$ cat src/rtl/xintf_dsp_bridge.sv
// DSP-side front end of the XINTF shared BRAM.
// Synchronises the asynchronous XINTF strobes into i_clk, turns each DSP bus
// cycle into a single BRAM port-B access and raises the block handshakes
// (o_w_ready / o_r_valid) consumed by the FPGA-side DSP handler.
//
// state    | meaning
// ---------+-----------------------------------------------------------
// IDLE     | waiting for a synced strobe falling edge with cs_n low
// WR_CAP   | single BRAM write cycle (or error if below WR_BASE)
// RD_ADDR  | BRAM read address presented
// RD_DATA  | BRAM read data captured into the pad register
// WAIT_END | holding pad data until both strobes are released
module xintf_dsp_bridge #(
  parameter int SYNC_STAGES   = 2,
  parameter int W_ACK_ADDR    = 47,
  parameter int R_COMMIT_ADDR = 176,
  parameter int WR_BASE       = 128
) (
  input  logic        i_clk,
  input  logic        i_rst,
  input  logic        i_xintf_cs_n,
  input  logic        i_xintf_we_n,
  input  logic        i_xintf_rd_n,
  input  logic [8:0]  i_xintf_addr,
  input  logic [15:0] i_xintf_data_in,
  output logic [15:0] o_xintf_data_out,
  output logic        o_xintf_data_oe,
  output logic [8:0]  o_ram_addr,
  output logic [15:0] o_ram_din,
  output logic        o_ram_ce,
  output logic        o_ram_we,
  input  logic [15:0] i_ram_dout,
  input  logic        i_w_valid,
  output logic        o_w_ready,
  output logic        o_r_valid,
  output logic [7:0]  o_err_cnt,
  output logic [2:0]  o_state
);

  typedef enum logic [2:0] {
    S_IDLE     = 3'd0,
    S_WR_CAP   = 3'd1,
    S_RD_ADDR  = 3'd2,
    S_RD_DATA  = 3'd3,
    S_WAIT_END = 3'd4
  } state_t;

  localparam logic [8:0] LP_W_ACK    = 9'(W_ACK_ADDR);
  localparam logic [8:0] LP_R_COMMIT = 9'(R_COMMIT_ADDR);
  localparam logic [8:0] LP_WR_BASE  = 9'(WR_BASE);

  state_t r_state;
  state_t w_state_nxt;

  logic [SYNC_STAGES-1:0] r_cs_sync;
  logic [SYNC_STAGES-1:0] r_we_sync;
  logic [SYNC_STAGES-1:0] r_rd_sync;
  logic r_we_prev;
  logic r_rd_prev;

  logic [8:0]  r_addr;
  logic [15:0] r_data;
  logic        r_is_rd;
  logic [15:0] r_dout;
  logic        r_oe;
  logic [7:0]  r_err_cnt;
  logic        r_lock;

  logic w_cs_s;
  logic w_we_s;
  logic w_rd_s;
  logic w_start_wr;
  logic w_start_rd;

  logic w_ram_ce;
  logic w_ram_we;
  logic w_r_valid;
  logic w_w_ready;
  logic w_capture;
  logic w_capture_rd;
  logic w_err_inc;
  logic w_lock_set;
  logic w_rd_latch;
  logic w_oe_clr;

  assign w_cs_s = r_cs_sync[SYNC_STAGES-1];
  assign w_we_s = r_we_sync[SYNC_STAGES-1];
  assign w_rd_s = r_rd_sync[SYNC_STAGES-1];

  // A start is a synced falling strobe edge qualified by a selected zone.
  assign w_start_wr = ~w_cs_s & r_we_prev & ~w_we_s;
  assign w_start_rd = ~w_cs_s & r_rd_prev & ~w_rd_s;

  // Strobe synchronisers plus one edge-detect stage; all idle high out of reset.
  always_ff @(posedge i_clk or negedge i_rst) begin
    if (!i_rst) begin
      r_cs_sync <= '1;
      r_we_sync <= '1;
      r_rd_sync <= '1;
      r_we_prev <= 1'b1;
      r_rd_prev <= 1'b1;
    end else begin
      r_cs_sync <= {r_cs_sync[SYNC_STAGES-2:0], i_xintf_cs_n};
      r_we_sync <= {r_we_sync[SYNC_STAGES-2:0], i_xintf_we_n};
      r_rd_sync <= {r_rd_sync[SYNC_STAGES-2:0], i_xintf_rd_n};
      r_we_prev <= w_we_s;
      r_rd_prev <= w_rd_s;
    end
  end

  // FSM state register.
  always_ff @(posedge i_clk or negedge i_rst) begin
    if (!i_rst) begin
      r_state <= S_IDLE;
    end else begin
      r_state <= w_state_nxt;
    end
  end

  // Next-state decode and per-state strobes for the BRAM, handshakes and datapath.
  always_comb begin
    w_state_nxt  = r_state;
    w_ram_ce     = 1'b0;
    w_ram_we     = 1'b0;
    w_r_valid    = 1'b0;
    w_w_ready    = 1'b0;
    w_capture    = 1'b0;
    w_capture_rd = 1'b0;
    w_err_inc    = 1'b0;
    w_lock_set   = 1'b0;
    w_rd_latch   = 1'b0;
    w_oe_clr     = 1'b0;
    case (r_state)
      S_IDLE: begin
        // Both strobes low is an illegal cycle: count it once, then ignore
        // everything until both strobes have been released.
        if (!w_cs_s && !w_we_s && !w_rd_s) begin
          if (!r_lock) begin
            w_err_inc  = 1'b1;
            w_lock_set = 1'b1;
          end
        end else if (!r_lock && w_start_wr) begin
          w_capture   = 1'b1;
          w_state_nxt = S_WR_CAP;
        end else if (!r_lock && w_start_rd) begin
          w_capture    = 1'b1;
          w_capture_rd = 1'b1;
          w_state_nxt  = S_RD_ADDR;
        end
      end
      S_WR_CAP: begin
        if (r_addr >= LP_WR_BASE) begin
          w_ram_ce = 1'b1;
          w_ram_we = 1'b1;
        end else begin
          w_err_inc = 1'b1;
        end
        if (r_addr == LP_R_COMMIT) begin
          w_r_valid = 1'b1;
        end
        w_state_nxt = S_WAIT_END;
      end
      S_RD_ADDR: begin
        w_ram_ce    = 1'b1;
        w_state_nxt = S_RD_DATA;
      end
      S_RD_DATA: begin
        w_rd_latch  = 1'b1;
        w_state_nxt = S_WAIT_END;
      end
      S_WAIT_END: begin
        // cs_n is deliberately not looked at: only strobe release ends a cycle.
        if (w_we_s && w_rd_s) begin
          w_oe_clr = 1'b1;
          if (r_is_rd && (r_addr == LP_W_ACK) && i_w_valid) begin
            w_w_ready = 1'b1;
          end
          w_state_nxt = S_IDLE;
        end
      end
      default: begin
        w_state_nxt = S_IDLE;
      end
    endcase
  end

  // Bus-cycle capture, pad data register, error counter and illegal-cycle lock.
  always_ff @(posedge i_clk or negedge i_rst) begin
    if (!i_rst) begin
      r_addr    <= '0;
      r_data    <= '0;
      r_is_rd   <= 1'b0;
      r_dout    <= '0;
      r_oe      <= 1'b0;
      r_err_cnt <= '0;
      r_lock    <= 1'b0;
    end else begin
      if (w_capture) begin
        r_addr  <= i_xintf_addr;
        r_data  <= i_xintf_data_in;
        r_is_rd <= w_capture_rd;
      end
      if (w_rd_latch) begin
        r_dout <= i_ram_dout;
        r_oe   <= 1'b1;
      end else if (w_oe_clr) begin
        r_oe <= 1'b0;
      end
      if (w_err_inc && (r_err_cnt != 8'hFF)) begin
        r_err_cnt <= r_err_cnt + 8'd1;
      end
      if (w_lock_set) begin
        r_lock <= 1'b1;
      end else if (w_we_s && w_rd_s) begin
        r_lock <= 1'b0;
      end
    end
  end

  assign o_ram_ce         = w_ram_ce;
  assign o_ram_we         = w_ram_we;
  assign o_ram_addr       = w_ram_ce ? r_addr : 9'd0;
  assign o_ram_din        = w_ram_we ? r_data : 16'd0;
  assign o_r_valid        = w_r_valid;
  assign o_w_ready        = w_w_ready;
  assign o_xintf_data_out = r_dout;
  assign o_xintf_data_oe  = r_oe;
  assign o_err_cnt        = r_err_cnt;
  assign o_state          = r_state;

endmodule

$ cat config.mk
export PLATFORM = sky130hd
export DESIGN_NAME = xintf_dsp_bridge
export DESIGN_NICKNAME = d
export VERILOG_FILES = /design/src/rtl/xintf_dsp_bridge.sv
export SDC_FILE = /design/constraint.sdc
export NUM_CORES = 1
export LEC_CHECK = 0
export CELL_PAD_IN_SITES_DETAIL_PLACEMENT = 2
export CELL_PAD_IN_SITES_GLOBAL_PLACEMENT = 2
export CORE_ASPECT_RATIO = 0.7
export CORE_MARGIN = 5
export CORE_UTILIZATION = 25
export DETAILED_ROUTE_END_ITERATION = 7
export PLACE_DENSITY_LB_ADDON = 0.1
export SKIP_LAST_GASP = 1
export SLEW_MARGIN = 20
export SYNTH_ARGS = -nofsm -noshare
export SYNTH_HDL_FRONTEND = slang
export SYNTH_SLANG_ARGS = --single-unit
$ cat constraint.sdc
create_clock -name i_clk -period 2.2 [get_ports i_clk]
set_input_delay 0.22 -clock i_clk [delete_from_list [all_inputs] [get_ports i_clk]]
set_output_delay 0.22 -clock i_clk [all_outputs]
set_load 0.02 [all_outputs]
==> results of run 1 <==
[path summary, 6_finish.rpt]
check                           slack, ps              startpoint                     end
min in group asynchronous             400                   i_rst  r_data[10]$_DFFE_PN0P_
worst min-delay path                  290            i_xintf_we_n  r_we_sync[0]$_DFF_PN1_
worst max-delay path                   50   r_addr[8]$_DFFE_PN0P_           o_ram_addr[4]
max in group asynchronous            1180                   i_rst     r_we_prev$_DFF_PN1_
worst max register to register        420  o_state[2]$_DFFE_PN0P_   r_data[3]$_DFFE_PN0P_
worst min register to register        350  r_cs_sync[0]$_DFF_PN1_  r_cs_sync[1]$_DFF_PN1_
[metal layers]
| metal | vias up | share of wire | GRT usage |
|---|---|---|---|
| li1 | 974 | - | - |
| met3 | 7 | 0.066 | 0.0475 |
| met5 | - | 0 | 0 |
| met2 | 64 | 0.46 | 0.198 |
| met1 | 1052 | 0.47 | 0.161 |
| met4 | 0 | 0.011 | 0.0368 |
[state kept, by name (all words and copies together), names as in the netlist]
register          flops
r_rd_sync             2
o_state               3
r_we_sync             2
r_data               16
o_xintf_data_oe       1
r_we_prev             1
r_cs_sync             2
o_err_cnt             8
r_lock                1
r_is_rd               1
r_addr                9
r_rd_prev             1
o_xintf_data_out     16
[metrics by stage]
stage / utilization / setup WS, ps / power [mW] / setup TNS, ps
6_report: 0.396 / 53.8 / 5.93 / 0
5_1_grt: 0.396 / -35.3 / 6.29 / -69.6
4_1_cts: 0.402 / -118 / 6.07 / -175
3_5_place_dp: 0.370 / 62.2 / 4.41 / 0
3_3_place_gp: 0.370 / 99.5 / 4.34 / 0
2_1_floorplan: - / 314 / 3.29 / 0
[power groups by stage]
stage	Combinational, mW	Clock [mW]	Sequential [mW]
3_3_place_gp	2.40	0	1.94
5_1_grt	2.55	1.71	2.02
4_1_cts	2.44	1.67	1.96
3_5_place_dp	2.44	0	1.97
2_1_floorplan	1.12	0	2.17
6_report	2.37	1.61	1.95
[logic make-up after synthesis]
| family | Yosys count | synth area share |
|---|---|---|
| AOI/OAI and AO/OA | 12 | 0.0356 |
| xor gates and xnor gates | 5 | 0.0154 |
| adders and majority gates | 1 | 0.00439 |
| buffers and inverters | 8 | 0.0294 |
| DFF | 63 | 0.557 |
| muxes | 43 | 0.196 |
| and+or+nand+nor | 77 | 0.162 |
[Yosys cell counts]
library cell	n
sky130_fd_sc_hd__buf_2	2
sky130_fd_sc_hd__and2b_1	1
sky130_fd_sc_hd__nand4_1	5
sky130_fd_sc_hd__mux2_2	23
sky130_fd_sc_hd__o21a_1	1
sky130_fd_sc_hd__and2_1	25
sky130_fd_sc_hd__ha_1	1
sky130_fd_sc_hd__or3b_2	1
sky130_fd_sc_hd__nor2_1	12
sky130_fd_sc_hd__dfstp_2	8
sky130_fd_sc_hd__nor2b_1	3
sky130_fd_sc_hd__a31oi_1	3
sky130_fd_sc_hd__nor4_4	1
sky130_fd_sc_hd__a21oi_4	1
sky130_fd_sc_hd__nor2_2	1
sky130_fd_sc_hd__nor3_4	1
sky130_fd_sc_hd__buf_6	2
sky130_fd_sc_hd__xor2_1	5
sky130_fd_sc_hd__nor2_4	1
sky130_fd_sc_hd__o21ai_0	1
sky130_fd_sc_hd__mux2_4	20
sky130_fd_sc_hd__nand2_1	6
sky130_fd_sc_hd__a21oi_1	2
sky130_fd_sc_hd__nor4_1	4
sky130_fd_sc_hd__inv_1	1
sky130_fd_sc_hd__dfrtp_1	55
sky130_fd_sc_hd__nand2_2	2
sky130_fd_sc_hd__nand3_1	4
sky130_fd_sc_hd__nor3_1	5
sky130_fd_sc_hd__buf_4	1
sky130_fd_sc_hd__a32o_1	1
sky130_fd_sc_hd__a22oi_2	2
sky130_fd_sc_hd__nor3b_1	2
sky130_fd_sc_hd__nand2b_1	3
sky130_fd_sc_hd__buf_12	2
sky130_fd_sc_hd__a31o_2	1
[worst register-to-register path, stage by stage (launching register included)]
cell and delay (ps):
sky130_fd_sc_hd__dfrtp_1 370, sky130_fd_sc_hd__buf_4 180, sky130_fd_sc_hd__nor3_4 290, sky130_fd_sc_hd__nand2_2 110, sky130_fd_sc_hd__nor2_4 130, sky130_fd_sc_hd__buf_12 220, sky130_fd_sc_hd__mux2_2 370
[layout by cell type (no fill, tap or decap), types with 2 or more instances in the layout]
cell                              count
sky130_fd_sc_hd__clkbuf_8             4
sky130_fd_sc_hd__nand4_1              5
sky130_fd_sc_hd__nand2b_1             3
sky130_fd_sc_hd__mux2_4              20
sky130_fd_sc_hd__clkdlybuf4s15_1      3
sky130_fd_sc_hd__clkbuf_16            9
sky130_fd_sc_hd__nor3_1               5
sky130_fd_sc_hd__nand2_1              6
sky130_fd_sc_hd__xor2_1               5
sky130_fd_sc_hd__buf_12               2
sky130_fd_sc_hd__dfstp_2              8
sky130_fd_sc_hd__buf_2                4
sky130_fd_sc_hd__nand3_1              4
sky130_fd_sc_hd__nor2b_1              3
sky130_fd_sc_hd__a21oi_1              2
sky130_fd_sc_hd__clkdlybuf4s50_1     73
sky130_fd_sc_hd__a22oi_2              2
sky130_fd_sc_hd__buf_4               13
sky130_fd_sc_hd__nor2_1              12
sky130_fd_sc_hd__nand2_2              2
sky130_fd_sc_hd__and2_1              25
sky130_fd_sc_hd__dlygate4sd2_1        8
sky130_fd_sc_hd__a31oi_1              3
sky130_fd_sc_hd__mux2_2              23
sky130_fd_sc_hd__nor3b_1              2
sky130_fd_sc_hd__dfrtp_1             55
sky130_fd_sc_hd__clkbuf_2            15
sky130_fd_sc_hd__bufinv_16            2
sky130_fd_sc_hd__nor4_1               4
[repair_timing]
| item | 4_1_cts | 5_1_grt |
|---|---|---|
| setup buffers | 3 | 0 |
| gates resized for setup | 36 | 38 |
| hold buffers | 1 | 0 |
| pin swaps | 1 | 0 |
| gates cloned | 0 | 0 |
| hold endpoints to repair | 18 | 0 |
| setup endpoints to repair | 29 | 26 |
[final cells by class]
| type | instances | area, um2 |
|---|---|---|
| well taps | 153 | 191 |
| clock inverters | 2 | 60.1 |
| flip-flops and latches | 63 | 1590 |
| multi-input cells | 138 | 1180 |
| inverters | 1 | 3.75 |
| repair buffers | 120 | 1080 |
| clock buffers | 14 | 284 |
| fillers | 1135 | 6700 |
==> results.md, run 1 <==
- The global-route congestion overflow total is 0.
- The placed wire-length estimate is 5950 um.
- The timing-limited maximum frequency is 0.466 GHz.
- The I/O pin count is 104.
- VDD sags by at most 0.648 mV.
- For the worst-skew pair, the clock arrives at the later sink with an insertion delay of 330 ps.
- The overall die area is 0.0137 mm2.
- Yosys attributes the largest share of cell area to sky130_fd_sc_hd__dfrtp_1 48%, sky130_fd_sc_hd__mux2_4 11%, sky130_fd_sc_hd__mux2_2 9.1%.
- The finished cells cover 0.00439 mm2.
- The critical path contains buffers and inverters numbering 3 combined.
- The die is 99.3 um tall.
- Counting the buffers created by CTS gives 9.
- The area of the core is 0.0111 mm2.
- The count of antenna-violating nets left after detailed routing is 0.
- The clock transition at the registers of the reported paths is 50 ps.
- Counting instances, the worst hold path has a depth of 1.
- The tool flagged a number of max-cap violations equal to 0.
- The first routing iteration left 41 violations.
- The slew of the pin with the lowest slew margin is 516 ps.
- The run finished with clean final reports.
- The top fanout value on the critical path is 5.
- The smallest hold slack is 294 ps.
- The tree is rooted in a sky130_fd_sc_hd__clkbuf_16.
- The average cell area after synthesis is 13.6 um2.
- The number of cells traversed by the worst register-to-register path is 6.
- The net count of the finished layout is 381.
- In this run, distinct cell masters in the synthesized netlist total 36.
- The count of vias placed by the detailed router is 2097.
- The aggregate routed wire length is 8180 um.
- The maximum buffer depth of the clock tree is 2.
- Setup repair after global routing could not meet its margin everywhere.
- Traced cell by cell, the critical path runs through nor2_1, or3b_2, a21oi_4, buf_4, buf_4, and2_1, clkbuf_2.
- The via density per instance is 4.27.
- The static power due to leakage is 1.92 nW.
- The TritonCTS sink count is 63.
- The congestion estimate from routability-driven global placement came to 0.678.
- Synthesis produced 209 cells.
- The library cell occupying the most area in the post-synthesis netlist is sky130_fd_sc_hd__dfrtp_1.
- After detailed routing, the number of remaining DRC violations is 0.
- The sequential group share of total power is 0.328.
- The peak per-stage delay on the critical path is 470 ps.
- The combinational group share of total power is 0.400.
- The critical path's most frequent cell is sky130_fd_sc_hd__buf_4.
- The H-tree depth reported by CTS is 3.
- The worst pin sits at a relative slew slack of 0.656.
- Data arrives at the worst endpoint at 1930 ps.
- Synthesis inferred 63 register bits.
- The count of cells in the finished layout, fillers not included, comes to 491.
- The slowest stage of the critical path belongs to the cell sky130_fd_sc_hd__or3b_2.
- The sequential share of the synthesized area is 0.557.
- The post-route clock skew is 6.37 ps.
- The class of the worst hold path is primary input to flip-flop.
- The via count of the first global-routing pass came to 2506.
- The net count of the mapped netlist is 257.
- The endpoint kind of the worst setup timing path is an output port.
- Dividing the final minimum period by the clock period gives 0.976.
- The kind of start point of the critical path is a flip-flop.
- The final hold violation count is 0.
- The final count of pins violating max slew was 0.
- The number of iterations in the first detailed-routing pass is 2.
- The mapped netlist covers 0.00285 mm2.
- The post-detailed-route wirelength per cell is 16.7 um.
- The required time of the worst setup path is 1980 ps.
- The minimum clock period is 2150 ps.
- The synthesis-to-layout area growth is 54.1%.
- The layout cell share with drive strength beyond 1 is 0.331.
- Power spread over the standard cell area amounts to 1350 mW/mm2.
- The depth of the critical timing path with buffers and inverters included is 7.
- Yosys printed 0 warnings.
- The count of antenna diodes in the layout is 0.
- The count of buffers from port buffering is 103.
- The total placed instance area is 0.00411 mm2.
- The internal power summed over all cells is 4.02 mW.
- The total net switching power is 1.92 mW.
- The kind of cell with the highest combined delay along the critical path is simple AND/OR/NAND/NOR gates.
- The initialized floorplan defines 32 standard-cell rows.
- The largest net degree at the start of global routing is 33.
- The first global-routing pass estimated 13300 um of wire.
- For this configuration, the core starts out at a cell density of 0.257.
- The final count of negative-setup-slack endpoints is 0.
- Of the post-synthesis cell area, the dominant cell type holds 0.483.
- The number of placed instances with taps included is 471.
- The overall die width is 138 um.
- The proportion of power drawn by the clock network is 0.272.
- The clock tree from TritonCTS is yes.
- The aggregate global-route resource usage is 0.126.
- The category of the critical setup timing path is flip-flop to output port.
- The initial antenna violation count is 0.
- Of the total power, the share spent switching nets is 0.323.
No activity file was read; power rests on OpenSTA's default activity.
==> run 2: changes to the inputs <==
Settings changed: ABC_AREA from default to 1.
==> run 2 against run 1 <==
  * Non-clock buffer count down 10
  * Final area rose by 0.97%
  * Worst setup slack improved by 45 ps
  * First-iteration DRC count grew 66%
  * Largest power group unchanged
  * Highest routed layer unchanged
==> results.md, run 2 <==
- The required time of the worst setup path is 1980 ps (about the same).
- The I/O pin count was 104 (unchanged).
- The setup slack after placement is 99.3 ps (was 62.2 ps).
- The timing-limited maximum frequency is 0.476 GHz (was 0.466 GHz).
- The start point of the worst min-delay path is i_xintf_cs_n (was i_xintf_we_n).
- The final count of pins violating max slew is 0 (unchanged).
- The synthesized area is 0.00299 mm2 (was 0.00285 mm2).
- The net count of the mapped netlist came to 364 (was 257).
- The TritonCTS sink count is 63 (unchanged).
- The number of cells traversed by the worst register-to-register path was 6 (unchanged).
- The later-pin clock latency in the skew report is 330 ps (about the same).
- The global-route wire length before repair is 15300 um (was 13300 um).
- The startpoint of the most critical setup path is o_state[2]$_DFFE_PN0P_ (was r_addr[8]$_DFFE_PN0P_).
- The destination of the worst register-to-register timing path is r_addr[7]$_DFFE_PN0P_ (was r_data[3]$_DFFE_PN0P_).
- The maximum buffer depth of the clock tree is 2 (unchanged).
- The area of the core was 0.0117 mm2 (was 0.0111 mm2).
- The final worst-path cycle share is 0.955 (was 0.976).
- The number of cells in the finished layout apart from fillers is 591 (was 491).
- The overall die area came to 0.0143 mm2 (was 0.0137 mm2).
- The overall die width is 141 um (was 138 um).
- The sequential share of the synthesized area was 0.531 (was 0.557).
- The endpoint kind of the worst setup timing path is an output port (unchanged).
- The aggregate routed wire length is 9130 um (was 8180 um).
- The number of max-capacitance violations reported came to 0 (unchanged).
- The post-detailed-route wirelength per cell is 15.5 um (was 16.7 um).
- The post-CTS setup-driven buffer insertion count is 0 (was 3).
- The root cell of the clock tree is sky130_fd_sc_hd__clkbuf_16 (unchanged).
- The number of distinct library cell variants in the gate-level netlist after synthesis is 32 (was 36).
- The count of antenna diodes in the layout came to 0 (unchanged).
- The setup slack of the critical path after layout is 98.8 ps (was 53.8 ps).
- Status: completed (unchanged).
- Unrepaired setup endpoints after global routing: false (was true).
- The static power due to leakage is 2.17 nW (was 1.92 nW).
- The synthesis-to-layout area growth is 48.3% (was 54.1%).
- The start of the worst register-to-register path is r_we_sync[1]$_DFF_PN1_ (was o_state[2]$_DFFE_PN0P_).
- The post-route clock skew came to 7.87 ps (was 6.37 ps).
- The last weighted congestion value of the routability-driven placer is 0.729 (was 0.678).
- The number of enable-type register cells in the synthesized netlist is 0 (unchanged).
- The slew of the pin with the lowest slew margin was 345 ps (was 516 ps).
- The largest net degree at the start of global routing is 64 (was 33).
- The global-route congestion overflow total was 0 (unchanged).
- The final hold violation count is 0 (unchanged).
- The flip-flop and latch count after synthesis was 63 (unchanged).
- The H-tree depth reported by CTS was 3 (unchanged).
- The effective utilization at floorplan was 0.256 (was 0.257).
- The top fanout value on the critical path is 5 (unchanged).
- The DRC violation total after the first TritonRoute iteration is 68 (was 41).
- The count of buffers from port buffering is 103 (unchanged).
- The number of buffers created by CTS was 9 (unchanged).
- The top flip-flop cell by instance count after synthesis is sky130_fd_sc_hd__dfrtp_1 (unchanged).
- The clock tree from TritonCTS is yes (unchanged).
- The share of Yosys cell area claimed by the top area cell type is 0.461 (was 0.483).
- The count of antenna-violating nets left after detailed routing is 0 (unchanged).
- The die extent in y is 101 um (was 99.3 um).
- The total power per unit cell area was 1320 mW/mm2 (was 1350 mW/mm2).
- The clock transition at the registers of the reported paths is 60 ps (was 50 ps).
- The net count of the finished layout was 477 (was 381).
- The worst slew margin relative to its limit is 0.770 (was 0.656).
- Commonest cells in the netlist: 82 x sky130_fd_sc_hd__nand2_1, 55 x sky130_fd_sc_hd__dfrtp_1, 43 x sky130_fd_sc_hd__nand3_1 (was 55 x sky130_fd_sc_hd__dfrtp_1, 25 x sky130_fd_sc_hd__and2_1, 23 x sky130_fd_sc_hd__mux2_2).
- The end point of the critical path is o_ram_we (was o_ram_addr[4]).
- The aggregate global-route resource usage is 0.136 (was 0.126).
- The average cell area after synthesis is 9.46 um2 (was 13.6 um2).
- The count of filler cells inserted in the layout was 1313 (was 1135).
- The placed wire-length estimate is 6690 um (was 5950 um).
- The number of placed instances with taps included was 574 (was 471).
- The initial antenna violation count was 0 (unchanged).
- The total number of yosys warnings is 0 (unchanged).
- The class of the worst hold path is primary input to flip-flop (unchanged).
- The most common cell after layout, fill and taps aside is sky130_fd_sc_hd__nand2_1 (was sky130_fd_sc_hd__clkdlybuf4s50_1).
- The maximum vdd ir drop was 0.568 mV (was 0.648 mV).
- The fraction of registers with async set or reset after synthesis is 1.00 (unchanged).
- The library cell occupying the most area in the post-synthesis netlist is sky130_fd_sc_hd__dfrtp_1 (unchanged).
- The via density per instance is 4.37 (was 4.27).
- The post-layout utilization of the core is 0.379 (was 0.396).
- Top cells by area in the synthesized netlist: sky130_fd_sc_hd__dfrtp_1 46%, sky130_fd_sc_hd__nand2_1 10%, sky130_fd_sc_hd__nand3_1 7.2% (was sky130_fd_sc_hd__dfrtp_1 48%, sky130_fd_sc_hd__mux2_4 11%, sky130_fd_sc_hd__mux2_2 9.1%).
- The arrival time at the worst endpoint is 1880 ps (was 1930 ps).
- The kind of start point of the critical path is a flip-flop (unchanged).
- The floorplan row count is 33 (was 32).
- The number of cells produced by synthesis came to 316 (was 209).
- The category of the critical setup timing path is flip-flop to output port (unchanged).
- The detailed-route DRC error count was 0 (unchanged).
- The most instantiated library cell after synthesis is sky130_fd_sc_hd__nand2_1 (was sky130_fd_sc_hd__dfrtp_1).
- The final count of negative-setup-slack endpoints came to 0 (unchanged).
- The number of iterations in the first detailed-routing pass came to 4 (was 2).
- The minimum clock period is 2100 ps (was 2150 ps).
- The setup slack of the most critical reg-to-reg path is 630 ps (was 420 ps).
- The count of vias placed by the detailed router is 2580 (was 2097).
- The layout cell share with drive strength beyond 1 was 0.187 (was 0.331).
- Highest-count cells in the layout ignoring fill and taps: 82 x sky130_fd_sc_hd__nand2_1, 74 x sky130_fd_sc_hd__clkdlybuf4s50_1, 55 x sky130_fd_sc_hd__dfrtp_1 (was 73 x sky130_fd_sc_hd__clkdlybuf4s50_1, 55 x sky130_fd_sc_hd__dfrtp_1, 25 x sky130_fd_sc_hd__and2_1).
- The via count of the first global-routing pass is 2953 (was 2506).
run 2: cell types whose count changed in the layout (fill, tap and decap cells not counted), sizes merged, moves of 4 or more:
cell	previous run	this run
clkbuf	29	15
xor2	5	1
nor2	14	37
mux2	43	16
and2	25	0
inv	1	39
nor3	6	2
nor4	5	1
buf	20	7
nand3	4	46
dlygate4sd2	8	18
nand2	8	85
run 2: worst max-delay path, cell delays in order, from the launching register on:
cell and delay, ps:
sky130_fd_sc_hd__dfrtp_1 460, sky130_fd_sc_hd__inv_6 120, sky130_fd_sc_hd__nand3_1 160, sky130_fd_sc_hd__nor2_4 180, sky130_fd_sc_hd__clkdlybuf4s50_1 650
run 2: timing repair:
| item | 4_1_cts | 5_1_grt |
|---|---|---|
| resized for setup | 28 | 15 |
| setup endpoints to repair | 28 | 10 |
| hold endpoints to repair | 55 | 0 |
| hold buffers | 1 | 0 |
run 2: how the worst min path moves through the flow:
| stage | endpoint | depth (start not counted) |
|---|---|---|
| final | r_cs_sync[0]$_DFF_PN1_ | 1 |
| after global routing | r_cs_sync[0]$_DFF_PN1_ | 1 |
| after CTS | r_cs_sync[0]$_DFF_PN1_ | 1 |
| after detailed placement | o_xintf_data_out[13]$_DFFE_PN0P_ | 2 |
| after global placement | o_xintf_data_out[13]$_DFFE_PN0P_ | 2 |
| after floorplan | o_err_cnt[0]$_DFFE_PN0P_ | 0 |
run 2: report_power, final:
group          total, mW  switching (mW)  leakage, nW  internal [mW]
Clock               1.28           0.523        0.124          0.755
Combinational       2.59            1.50         1.29           1.10
Sequential          1.99           0.345        0.758           1.64
run 2: layer usage:
| layer | wire (um) | track usage | part of all wire |
|---|---|---|---|
| met1 | 4150 | 0.165 | 0.45 |
| met2 | 4360 | 0.233 | 0.48 |
| met3 | 542 | 0.0505 | 0.059 |
| met4 | 74 | 0.0290 | 0.0081 |
| met5 | 0 | 0 | 0 |
run 2: through the flow:
step	area, um2	power, mW	setup TNS (ps)	hold slack [ps]
2_1_floorplan	2990	3.51	0	-75.6
3_5_place_dp	4200	4.75	0	270
5_1_grt	4430	6.31	0	290
3_3_place_gp	4200	4.66	0	263
6_report	4430	5.85	0	300
4_1_cts	4440	6.00	-170	281
run 2: logic make-up (layout without fill, tap and decap cells):
logic type / count (synthesis) / count (layout) / share of synthesized area
flops: 63 / 63 / 0.531
xor+xnor: 3 / 3 / 0.00880
fa+ha+maj: 1 / 1 / 0.00419
mux: 16 / 16 / 0.0716
buf+inv: 47 / 165 / 0.0750
compound gates: 6 / 6 / 0.0142
simple gates: 180 / 180 / 0.295
run 2: cell type report:
class | count | area (um2) | area share
Multi-Input combinational cell | 206 | 1180 | 0.266
Clock buffer | 10 | 229 | 0.0517
Tap cell | 157 | 196 | 0.0443
Timing Repair Buffer | 110 | 1050 | 0.237
Clock inverter | 6 | 37.5 | 0.00847
Sequential cell | 63 | 1590 | 0.358
Inverter | 39 | 156 | 0.0353
